[src/rtl/fsb_cycle_ctl_pkg.sv]
// Shared types for the FSB cycle sequencer: FSM states, device classes,
// counter modes and the select-decode / wait-state helpers.
package fsb_cyc_pkg;

   typedef enum logic [2:0] {
      IDLE,
      WAIT,
      IOWAIT,
      UNMAP,
      ACK,
      ERR
   } state_e;

   typedef enum logic [2:0] {
      CLS_RAM,
      CLS_ROM,
      CLS_SND,
      CLS_IO,
      CLS_NONE
   } dev_cls_e;

   // Clearing the timeout counter is a load of zero.
   typedef enum logic [1:0] {
      CNT_HOLD,
      CNT_LOAD,
      CNT_DEC,
      CNT_INC
   } cnt_mode_e;

   function automatic dev_cls_e decode_cls(input logic iocs, input logic snd,
                                           input logic rom, input logic ram);
      if (iocs)      return CLS_IO;
      else if (snd)  return CLS_SND;
      else if (rom)  return CLS_ROM;
      else if (ram)  return CLS_RAM;
      else           return CLS_NONE;
   endfunction

   function automatic int unsigned cls_ws(input dev_cls_e cls,
                                          input int unsigned ram_ws,
                                          input int unsigned rom_ws,
                                          input int unsigned snd_ws);
      case (cls)
         CLS_RAM: return ram_ws;
         CLS_ROM: return rom_ws;
         CLS_SND: return snd_ws;
         default: return 0;
      endcase
   endfunction

endpackage

[src/rtl/fsb_cycle_ctl_if.sv]
// CPU-side bus of the FSB cycle sequencer: strobe, chip selects, IOB bridge
// status in; termination pins and status out.
interface fsb_cycle_ctl_if;
   logic nAS_FSB;
   logic RAMCS;
   logic ROMCS;
   logic SndRAMCSWR;
   logic IOCS;
   logic Ready_IOBS;
   logic nBERR_IOB;
   logic nDTACK_FSB;
   logic nBERR_FSB;
   logic Busy;
   logic ErrIO;

   modport master (
      output nAS_FSB, RAMCS, ROMCS, SndRAMCSWR, IOCS, Ready_IOBS, nBERR_IOB,
      input  nDTACK_FSB, nBERR_FSB, Busy, ErrIO
   );

   modport slave (
      input  nAS_FSB, RAMCS, ROMCS, SndRAMCSWR, IOCS, Ready_IOBS, nBERR_IOB,
      output nDTACK_FSB, nBERR_FSB, Busy, ErrIO
   );
endinterface

[src/rtl/fsb_cycle_ctl_ws_cnt.sv]
// Loadable counter shared by the wait-state and timeout paths: load,
// decrement stopping at zero, or increment saturating at TERM.
module fsb_ws_cnt
   import fsb_cyc_pkg::*;
#(
   parameter int unsigned CNT_W = 8,
   parameter int unsigned TERM  = 255
) (
   input  logic             clk,
   input  logic             rst_n,
   input  cnt_mode_e        mode_i,
   input  logic [CNT_W-1:0] load_i,
   output logic             zero_o,
   output logic             term_o
);

   localparam logic [CNT_W-1:0] TERM_V = CNT_W'(TERM);

   logic [CNT_W-1:0] cnt_q;

   always_ff @(posedge clk or negedge rst_n) begin
      if (!rst_n) begin
         // NOTE: state registers use non-blocking assignments so every flop
         // samples its inputs from before the edge, independent of block order.
         cnt_q <= '0;
      end else begin
         case (mode_i)
            CNT_LOAD: cnt_q <= load_i;
            CNT_DEC:  if (cnt_q != '0)     cnt_q <= cnt_q - 1'b1;
            CNT_INC:  if (cnt_q != TERM_V) cnt_q <= cnt_q + 1'b1;
            default:  cnt_q <= cnt_q;
         endcase
      end
   end

   assign zero_o = (cnt_q == '0);
   assign term_o = (cnt_q == TERM_V);

endmodule

[src/rtl/fsb_cycle_ctl.sv]
// FSB cycle sequencer: accepts each 68HC000 address strobe and terminates the
// cycle with DTACK after the device wait states, or BERR on IOB error/timeout.
module fsb_cycle_ctl
   import fsb_cyc_pkg::*;
#(
   parameter int unsigned RAM_WS = 0,
   parameter int unsigned ROM_WS = 2,
   parameter int unsigned SND_WS = 1,
   parameter int unsigned TO_CYC = 255,
   parameter int unsigned CNT_W  = 8
) (
   input  logic           CLK_FSB,
   input  logic           nRES,
   fsb_cycle_ctl_if.slave bus
);

   localparam bit PARAM_OK = ((TO_CYC >> CNT_W) == 0) && (RAM_WS < TO_CYC) &&
                             (ROM_WS < TO_CYC) && (SND_WS < TO_CYC);

   generate
      if (!PARAM_OK) begin : g_param_err
         $error("fsb_cycle_ctl: CNT_W too narrow for TO_CYC or a wait state >= TO_CYC");
      end
   endgenerate

   state_e           state_q;
   logic             dtack_n_q;
   logic             berr_n_q;
   logic             busy_q;
   logic             err_io_q;

   dev_cls_e         cls_now;
   logic             as_low;
   cnt_mode_e        wait_mode;
   cnt_mode_e        to_mode;
   logic [CNT_W-1:0] wait_load;
   logic             wait_zero;
   logic             wait_term;
   logic             to_zero;
   logic             to_term;
   logic             unused_flags;

   assign as_low  = !bus.nAS_FSB;
   assign cls_now = decode_cls(bus.IOCS, bus.SndRAMCSWR, bus.ROMCS, bus.RAMCS);

   always_comb begin
      // NOTE: every output of this block gets a default first so no path
      // through the case leaves a value held, which would infer a latch.
      wait_mode = CNT_HOLD;
      to_mode   = CNT_HOLD;
      wait_load = CNT_W'(cls_ws(cls_now, RAM_WS, ROM_WS, SND_WS));
      case (state_q)
         IDLE: begin
            if (as_low) begin
               if (cls_now == CLS_IO || cls_now == CLS_NONE) to_mode   = CNT_LOAD;
               else                                          wait_mode = CNT_LOAD;
            end
         end
         WAIT:          if (as_low) wait_mode = CNT_DEC;
         IOWAIT, UNMAP: if (as_low) to_mode   = CNT_INC;
         default: ;
      endcase
   end

   fsb_ws_cnt #(.CNT_W(CNT_W), .TERM(TO_CYC)) u_wait_cnt (
      .clk    (CLK_FSB),
      .rst_n  (nRES),
      .mode_i (wait_mode),
      .load_i (wait_load),
      .zero_o (wait_zero),
      .term_o (wait_term)
   );

   fsb_ws_cnt #(.CNT_W(CNT_W), .TERM(TO_CYC)) u_to_cnt (
      .clk    (CLK_FSB),
      .rst_n  (nRES),
      .mode_i (to_mode),
      .load_i ('0),
      .zero_o (to_zero),
      .term_o (to_term)
   );

   assign unused_flags = wait_term | to_zero;

   // An AS negation before termination aborts the cycle, even on the edge
   // where the wait count would otherwise have completed.
   always_ff @(posedge CLK_FSB or negedge nRES) begin
      if (!nRES) begin
         state_q   <= IDLE;
         dtack_n_q <= 1'b1;
         berr_n_q  <= 1'b1;
         busy_q    <= 1'b0;
         err_io_q  <= 1'b0;
      end else begin
         case (state_q)
            IDLE: begin
               if (as_low) begin
                  busy_q <= 1'b1;
                  case (cls_now)
                     CLS_IO:   state_q <= IOWAIT;
                     CLS_NONE: state_q <= UNMAP;
                     default:  state_q <= WAIT;
                  endcase
               end
            end
            WAIT: begin
               if (!as_low) begin
                  state_q <= IDLE;
                  busy_q  <= 1'b0;
               end else if (wait_zero) begin
                  state_q   <= ACK;
                  dtack_n_q <= 1'b0;
               end
            end
            IOWAIT: begin
               if (!as_low) begin
                  state_q <= IDLE;
                  busy_q  <= 1'b0;
               end else if (bus.Ready_IOBS) begin
                  state_q   <= ACK;
                  dtack_n_q <= 1'b0;
               end else if (!bus.nBERR_IOB) begin
                  state_q  <= ERR;
                  berr_n_q <= 1'b0;
                  err_io_q <= 1'b1;
               end else if (to_term) begin
                  state_q  <= ERR;
                  berr_n_q <= 1'b0;
                  err_io_q <= 1'b0;
               end
            end
            UNMAP: begin
               if (!as_low) begin
                  state_q <= IDLE;
                  busy_q  <= 1'b0;
               end else if (to_term) begin
                  state_q  <= ERR;
                  berr_n_q <= 1'b0;
                  err_io_q <= 1'b0;
               end
            end
            ACK, ERR: begin
               if (!as_low) begin
                  state_q   <= IDLE;
                  dtack_n_q <= 1'b1;
                  berr_n_q  <= 1'b1;
                  busy_q    <= 1'b0;
               end
            end
            default: begin
               state_q   <= IDLE;
               dtack_n_q <= 1'b1;
               berr_n_q  <= 1'b1;
               busy_q    <= 1'b0;
            end
         endcase
      end
   end

   assign bus.nDTACK_FSB = dtack_n_q;
   assign bus.nBERR_FSB  = berr_n_q;
   assign bus.Busy       = busy_q;
   assign bus.ErrIO      = err_io_q;

endmodule
[src/flat_wrapper.sv]
// flat-port wrapper written by rule: the top's interface ports become plain ports
module fsb_cycle_ctl_flat import fsb_cyc_pkg::*;
#(
   parameter int unsigned RAM_WS = 0,
   parameter int unsigned ROM_WS = 2,
   parameter int unsigned SND_WS = 1,
   parameter int unsigned TO_CYC = 255,
   parameter int unsigned CNT_W  = 8
)
  (CLK_FSB, nRES, bus_nAS_FSB, bus_RAMCS, bus_ROMCS, bus_SndRAMCSWR, bus_IOCS, bus_Ready_IOBS, bus_nBERR_IOB, bus_nDTACK_FSB, bus_nBERR_FSB, bus_Busy, bus_ErrIO);
  fsb_cycle_ctl_if bus_i ();
  input  logic CLK_FSB;
  input  logic nRES;
  input wire logic [$bits(bus_i.nAS_FSB)-1:0] bus_nAS_FSB;
  input wire logic [$bits(bus_i.RAMCS)-1:0] bus_RAMCS;
  input wire logic [$bits(bus_i.ROMCS)-1:0] bus_ROMCS;
  input wire logic [$bits(bus_i.SndRAMCSWR)-1:0] bus_SndRAMCSWR;
  input wire logic [$bits(bus_i.IOCS)-1:0] bus_IOCS;
  input wire logic [$bits(bus_i.Ready_IOBS)-1:0] bus_Ready_IOBS;
  input wire logic [$bits(bus_i.nBERR_IOB)-1:0] bus_nBERR_IOB;
  output wire logic [$bits(bus_i.nDTACK_FSB)-1:0] bus_nDTACK_FSB;
  output wire logic [$bits(bus_i.nBERR_FSB)-1:0] bus_nBERR_FSB;
  output wire logic [$bits(bus_i.Busy)-1:0] bus_Busy;
  output wire logic [$bits(bus_i.ErrIO)-1:0] bus_ErrIO;
  assign bus_i.nAS_FSB = bus_nAS_FSB;
  assign bus_i.RAMCS = bus_RAMCS;
  assign bus_i.ROMCS = bus_ROMCS;
  assign bus_i.SndRAMCSWR = bus_SndRAMCSWR;
  assign bus_i.IOCS = bus_IOCS;
  assign bus_i.Ready_IOBS = bus_Ready_IOBS;
  assign bus_i.nBERR_IOB = bus_nBERR_IOB;
  assign bus_nDTACK_FSB = bus_i.nDTACK_FSB;
  assign bus_nBERR_FSB = bus_i.nBERR_FSB;
  assign bus_Busy = bus_i.Busy;
  assign bus_ErrIO = bus_i.ErrIO;
  fsb_cycle_ctl #(.RAM_WS(RAM_WS), .ROM_WS(ROM_WS), .SND_WS(SND_WS), .TO_CYC(TO_CYC), .CNT_W(CNT_W)) u_core (.CLK_FSB(CLK_FSB), .nRES(nRES), .bus(bus_i));
endmodule
[config.mk]
export PLATFORM = sky130hd
export DESIGN_NAME = fsb_cycle_ctl_flat
export DESIGN_NICKNAME = d
export VERILOG_FILES = /design/src/rtl/fsb_cycle_ctl_pkg.sv /design/src/rtl/fsb_cycle_ctl_if.sv /design/src/rtl/fsb_cycle_ctl_ws_cnt.sv /design/src/rtl/fsb_cycle_ctl.sv /design/src/flat_wrapper.sv
export SDC_FILE = /design/constraint.sdc
export NUM_CORES = 1
export LEC_CHECK = 0
export ABC_CLOCK_PERIOD_IN_PS = 3400
export CORE_MARGIN = 4
export CORE_UTILIZATION = 35
export CTS_CLUSTER_DIAMETER = 30
export DETAILED_ROUTE_END_ITERATION = 8
export HOLD_SLACK_MARGIN = 0.12
export SETUP_SLACK_MARGIN = 0.1
export SLEW_MARGIN = 20
export SYNTH_ARGS = -nofsm -noshare
export SYNTH_HDL_FRONTEND = slang
export SYNTH_SLANG_ARGS = --single-unit
[constraint.sdc]
create_clock -name CLK_FSB -period 3.4 [get_ports CLK_FSB]
set_input_delay 0.68 -clock CLK_FSB [delete_from_list [all_inputs] [get_ports CLK_FSB]]
set_output_delay 0.68 -clock CLK_FSB [all_outputs]
set_load 0.02 [all_outputs]
**Yosys cells after proc, flatten, opt, wreduce, memory -nomap -nowiden**

Cells that the tools add are included.

- Register bits after elaboration: 23
- Output and inout bits: 4
- Logic and storage cells: 116
- Bits of input ports: 9

- Equal/unequal tests: 32
- Multiplexer cells: 51
- Add/subtract/negate cells: 4
- Reductions and logical operators: 20
- Bitwise logic cells: 2

Operator list:

| cell | count |
|---|---|
| $pmux 8 s3 | 2 |
| $mux 3 | 13 |
| $mux 8 | 4 |
| $ne 2x2->1 const B | 12 |
| $mux 1 | 19 |
| $add 8x1->8 const B | 2 |
| $ne 8x8->1 const B | 2 |
| $pmux 2 s2 | 4 |
| $reduce_bool 8->1 | 2 |
| $sub 8x1->8 const B | 2 |
| $pmux 3 s5 | 1 |
| $eq 3x2->1 const B | 4 |
| $eq 3x3->1 const B | 3 |
| $reduce_and 3->1 | 3 |
| $eq 2x2->1 const B | 4 |
| $eq 8x8->1 const B | 1 |
| $logic_not 8->1 | 1 |
| $mux 2 | 4 |
| $pmux 1 s4 | 2 |
| $reduce_or 2->1 | 4 |
| $eq 3x1->1 const B | 2 |
| $reduce_and 6->1 | 1 |
| $reduce_bool 3->1 | 2 |
| $reduce_and 5->1 | 1 |
| 11 further kinds | 14 |

**Depth between registers and ports, before layout**

- Depth after elaboration: 12
- Mapped depth: 10
- Depth with buffers taken out: 9

**Modules after synthesis**

From an unflattened synthesis, not the netlist that was laid out.

- Cell total of the unflattened synthesis: 244
- Area total of the unflattened synthesis: 2089.5 sq um

Modules (own cells, without submodules):

| module | times used | area an instance (sq um) | cells each | seq. area each (sq um) |
|---|---|---|---|---|
| fsb_ws_cnt (u_core.u_to_cnt) | 1 | 823.3 | 91 | 200.2 |
| fsb_ws_cnt (u_core.u_wait_cnt) | 1 | 753.2 | 88 | 200.2 |
| fsb_cycle_ctl | 1 | 513.0 | 65 | 177.7 |

**Worst setup path after synthesis**

Ideal clock, no wire load.

- Path kind: input to register
- From: input bus_nAS_FSB
- To: register u_core.u_to_cnt.cnt_q[7]
- Library setup time: 0.079 ns
- Cell stages on the path: 9
- Buffers on the path: 1
- Data required time: 3.321 ns
- Setup slack: 0.965 ns
- Data arrival time: 2.356 ns
- Path through: buf_6 > inv_1 > nand3_1 > ha_1 > o211ai_1 > o211ai_1 > nand3_1 > a21oi_1 > mux2i_1

- Word-level cells in the longest chain between the ends: 5
- Elaborated cells on any way between the ends: 11
- Those cells by class: eq/ne: 5; mux: 4; reduce/logical: 2

Ends and longest elaborated chain:

| item | RTL line | text |
|---|---|---|
| from (decl) | flat_wrapper.sv:14 | `input wire logic [$bits(bus_i.nAS_FSB)-1:0] bus_nAS_FSB;` |
| $mux 2, on equally long branches | fsb_cycle_ctl.sv:60, fsb_cycle_ctl.sv:54 |  |
| $pmux 2 s2 (*) | fsb_cycle_ctl.sv:52 | `case (state_q)` |
| $eq 2x2->1 / $eq 2x1->1 (equally long branches) | fsb_cycle_ctl_ws_cnt.sv:27 | `case (mode_i)` |
| $ne 2x2->1 (no line) / $reduce_bool 3->1 (equally long branches) | n/a |  |
| $reduce_and 3->1 (no line) | n/a |  |
| to (signal assigned) | fsb_cycle_ctl_ws_cnt.sv:28 | `CNT_LOAD: cnt_q <= load_i;` |
| to (signal assigned) | fsb_cycle_ctl_ws_cnt.sv:29 | `CNT_DEC: if (cnt_q != '0) cnt_q <= cnt_q - 1'b1;` |
| to (signal assigned) | fsb_cycle_ctl_ws_cnt.sv:30 | `CNT_INC: if (cnt_q != TERM_V) cnt_q <= cnt_q + 1'b1;` |
| to (decl) | fsb_cycle_ctl_ws_cnt.sv:19 | `logic [CNT_W-1:0] cnt_q;` |

Mark *: on every way between the ends. The rest lies on a longest branch, timed or not.
A chain may end at the register's enable or synchronous reset.

**Worst setup path after layout**

Ends and elaborated chain as after synthesis.

==> flow_summary.rst <==
.. list-table::
   :header-rows: 1

   * - Metric
     - Value
   * - Result of the run
     - complete, no violations
   * - Fillers
     - between 400 and 500
   * - Initial Util
     - 0.371
   * - Critical path fanouts, max
     - 11
   * - Layout overhead on the synthesized area
     - 14.4%
   * - Count of mapped cells out of synthesis
     - 185
   * - Share of the yosys chip area belonging to registers
     - 0.351
   * - Wire length of the first global-routing pass
     - 6370 um
   * - Final period util
     - 0.817
   * - First-pass detailed-route iteration total
     - 4
   * - Number of top-level pins
     - 13
   * - Placement Rows
     - 24
   * - Final Hold Viols
     - 0
   * - Weighted congestion reported at the end of routability-driven placement
     - 0.812
   * - WHS
     - a little under 0.5 ns
   * - DRC
     - 0
   * - Violation count after the first detailed-routing iteration
     - 84
   * - Max capacitance violation total
     - 0
   * - Die Area
     - 5870 um2
   * - Data required, critical path
     - 3.59 ns
   * - Number of antenna violations at the first check in global routing
     - 0
   * - Post-CTS Resized
     - 0
   * - Worst supply voltage drop on vdd
     - 0.230 mV
   * - Syn Std Cell Area
     - 1650 um2
   * - Final standard cell area without fillers
     - roughly 1900 um2
   * - Primary FF master, synth
     - sky130_fd_sc_hd__dfrtp_1
   * - Number of pins with negative max-slew slack in the final report
     - 0
   * - Crit Path Category
     - in -> reg
   * - Antenna diode count
     - 0
   * - Clock insertion delay at the later pin of the skew report
     - 0.26 ns
   * - Via-per-instance ratio
     - between 5 and 6
   * - Reported leakage power
     - 0.817 nW
   * - Final setup violation count
     - 0
   * - Total global routing track utilization
     - 0.128
   * - Slew at the pin closest to its max-slew limit
     - 0.681 ns
   * - Clock Sinks
     - 23
   * - Antenna violation net count after detailed routing
     - 0
   * - Register bit count reported by yosys
     - 23
   * - Count of distinct cell types in the synthesized netlist
     - 47
   * - H-tree depth
     - 1
   * - Clk Tree Root Cell
     - sky130_fd_sc_hd__clkbuf_8
   * - Total congestion overflow after global routing
     - 0
   * - CP arrival
     - 2.97 ns
   * - Clk slew on worst S/H paths
     - ~0.090 ns
   * - Vias in the first global route
     - 1382
   * - Fraction of final layout cells sized beyond drive strength 1
     - 0.0887
   * - Post-synth EDFFs
     - 0
   * - Number of nets in the layout
     - 227
   * - Max Buffers Root-to-Sink
     - 2
   * - Number of buffers added for setup after CTS
     - 0
   * - Detailed-route wire length per cell
     - 13.7 um
   * - Syn. warnings
     - 0
   * - Total wirelength of the detailed-routed design
     - between 3000 and 4000 um
   * - Estimated wirelength of the detail-placed design
     - 2560 um
   * - Startpoint Class
     - input pin
   * - Number of hold buffers added after CTS
     - 0
   * - PnR Total Power
     - 1.46 mW
   * - Relative slew slack
     - 0.542
   * - Y dimension of the die
     - 76.6 um
   * - TritonCTS buffer count
     - 3
   * - Achievable Freq
     - 360 MHz
   * - Total number of vias
     - 1389
   * - Area of placed instances
     - 1840 um2
   * - Synth async-reset ratio
     - 1.00
   * - Post-Route Setup TNS
     - 0 ns
   * - Core area
     - 4440 um2
   * - Mean cell area of the mapped netlist
     - roughly 8.9 um2
   * - Clock Skew
     - 0.00185 ns
   * - Die outline width
     - ~77 um
   * - Ratio of total power to cell area
     - about 780 nW/um2
   * - Class of the most critical hold timing path
     - reg -> reg
   * - Clock tree from TritonCTS
     - done
   * - Maximum number of pins on one net before global-route repair
     - 24
   * - Final critical delay including setup and external delays
     - 2.78 ns
   * - I/O Buffers
     - 12
   * - Unrepaired setup endpoints after global routing
     - no
   * - Kind of end point of the critical path
     - flip-flop
   * - Finished Core Util
     - 0.424
==> flip-flops by register name (all words and copies together), names as in the netlist <==
signal,count
u_core.bus.Busy,1
u_core.state_q,3
u_core.u_wait_cnt.cnt_q,8
u_core.bus.ErrIO,1
u_core.u_to_cnt.cnt_q,8
u_core.bus.nDTACK_FSB,1
u_core.bus.nBERR_FSB,1
==> critical path, stage by stage <==
cell and delay [ns]:
sky130_fd_sc_hd__clkdlybuf4s50_1 0.42, sky130_fd_sc_hd__inv_1 0.11, sky130_fd_sc_hd__nand3_1 0.38, sky130_fd_sc_hd__ha_1 0.54, sky130_fd_sc_hd__o211ai_1 0.11, sky130_fd_sc_hd__o211ai_1 0.24
sky130_fd_sc_hd__nand3_1 0.11, sky130_fd_sc_hd__a21oi_1 0.18, sky130_fd_sc_hd__mux2i_1 0.20
==> logic make-up (layout without fill, tap and decap cells) <==
kind of cell,count (synthesis),after routing,synth area share
adder cells (fa/ha/maj),15,15,0.121
XOR/XNOR,8,8,0.0425
AO/OA/AOI/OAI,66,66,0.257
multiplexers,3,3,0.0213
other,1,7,0.00228
flip-flops,23,23,0.351
buffers and inverters,17,29,0.0440
AND/OR/NAND/NOR,52,52,0.161
==> cell usage after synthesis, types with 2 or more instances <==
master / number / area (um2)
sky130_fd_sc_hd__o21ai_0: 23 / 115
sky130_fd_sc_hd__dfrtp_1: 21 / 526
sky130_fd_sc_hd__a21oi_1: 15 / 75.1
sky130_fd_sc_hd__ha_1: 12 / 150
sky130_fd_sc_hd__nand2_1: 11 / 41.3
sky130_fd_sc_hd__inv_1: 10 / 37.5
sky130_fd_sc_hd__nor2_1: 10 / 37.5
sky130_fd_sc_hd__nand3_1: 9 / 45.0
sky130_fd_sc_hd__nor3_1: 5 / 25.0
sky130_fd_sc_hd__xor2_1: 5 / 43.8
sky130_fd_sc_hd__a211oi_1: 4 / 30.0
sky130_fd_sc_hd__clkbuf_1: 4 / 15.0
sky130_fd_sc_hd__nand2b_1: 3 / 18.8
sky130_fd_sc_hd__o211ai_1: 3 / 22.5
sky130_fd_sc_hd__o31ai_1: 3 / 22.5
sky130_fd_sc_hd__or2_2: 3 / 18.8
sky130_fd_sc_hd__xnor2_1: 3 / 26.3
sky130_fd_sc_hd__a21o_1: 2 / 15.0
sky130_fd_sc_hd__a21oi_4: 2 / 32.5
sky130_fd_sc_hd__a31oi_1: 2 / 12.5
sky130_fd_sc_hd__dfstp_2: 2 / 52.6
sky130_fd_sc_hd__fa_1: 2 / 40.0
sky130_fd_sc_hd__mux2i_1: 2 / 20.0
sky130_fd_sc_hd__nand4_1: 2 / 12.5
sky130_fd_sc_hd__nor4_1: 2 / 12.5
sky130_fd_sc_hd__o22ai_1: 2 / 12.5
sky130_fd_sc_hd__or3_1: 2 / 12.5
sky130_fd_sc_hd__or3b_2: 2 / 17.5
==> report_power, final <==
part	switching, mW	internal, mW	total [mW]
registers	0.123	0.378	0.501
logic	0.428	0.360	0.788
clock network	0.0910	0.0818	0.173
==> metrics by stage <==
step	cells	setup slack, ns
3_5_place_dp	251	0.355
3_3_place_gp	251	0.384
4_1_cts	255	0.626
6_report	255	0.623
5_1_grt	255	0.475
2_1_floorplan	191	0.965
==> cells in the final DEF (no fill, tap or decap), types with 3 or more instances in the layout <==
cell / netlist / layout
sky130_fd_sc_hd__o21ai_0: 23 / 23
sky130_fd_sc_hd__dfrtp_1: 21 / 21
sky130_fd_sc_hd__a21oi_1: 15 / 15
sky130_fd_sc_hd__ha_1: 12 / 12
sky130_fd_sc_hd__clkdlybuf4s50_1: 0 / 12
sky130_fd_sc_hd__nand2_1: 11 / 11
sky130_fd_sc_hd__inv_1: 10 / 10
sky130_fd_sc_hd__nor2_1: 10 / 10
sky130_fd_sc_hd__nand3_1: 9 / 9
sky130_fd_sc_hd__conb_1: 1 / 7
sky130_fd_sc_hd__nor3_1: 5 / 5
sky130_fd_sc_hd__xor2_1: 5 / 5
sky130_fd_sc_hd__a211oi_1: 4 / 4
sky130_fd_sc_hd__nand2b_1: 3 / 3
sky130_fd_sc_hd__or2_2: 3 / 3
sky130_fd_sc_hd__o31ai_1: 3 / 3
sky130_fd_sc_hd__o211ai_1: 3 / 3
sky130_fd_sc_hd__xnor2_1: 3 / 3
sky130_fd_sc_hd__clkbuf_8: 0 / 3
==> area by class of cell <==
class / instances / area [um2] / share of cell area
well taps: 52 / 65.1 / 0.0345
clock buffers: 3 / 41.3 / 0.0219
clock inverters: 1 / 5.00 / 0.00265
multi-input cells: 151 / 1020 / 0.541
flip-flops and latches: 23 / 578 / 0.307
inverters: 11 / 41.3 / 0.0219
repair buffers: 14 / 135 / 0.0717
==> per-layer routing <==
layer  part of all wire  track usage  vias to the layer above  wire length, um
li1                   -            -                      715                -
met1               0.54        0.180                      653             1890
met5                  0            0                        -                0
met3              0.024       0.0201                        2               85
met4             0.0077       0.0417                        0               27
met2               0.43        0.200                       19             1490
==> worst paths after layout <==
check | from | endpoint | slack (ns) | cells after the start
max in group asynchronous | nRES | u_core.bus.nDTACK_FSB | 2.35 | 2
max reg2reg | u_core.state_q[1] | u_core.u_to_cnt.cnt_q[7] | 0.88 | 7
min | u_core.bus.nBERR_FSB | u_core.bus.nBERR_FSB | 0.49 | 2
max | bus_nAS_FSB | u_core.u_to_cnt.cnt_q[7] | 0.62 | 9
min in group asynchronous | nRES | u_core.u_to_cnt.cnt_q[3] | 0.76 | 2
min reg2reg | u_core.bus.nBERR_FSB | u_core.bus.nBERR_FSB | 0.49 | 2
Note: power is estimated with default switching activity, not from simulation.
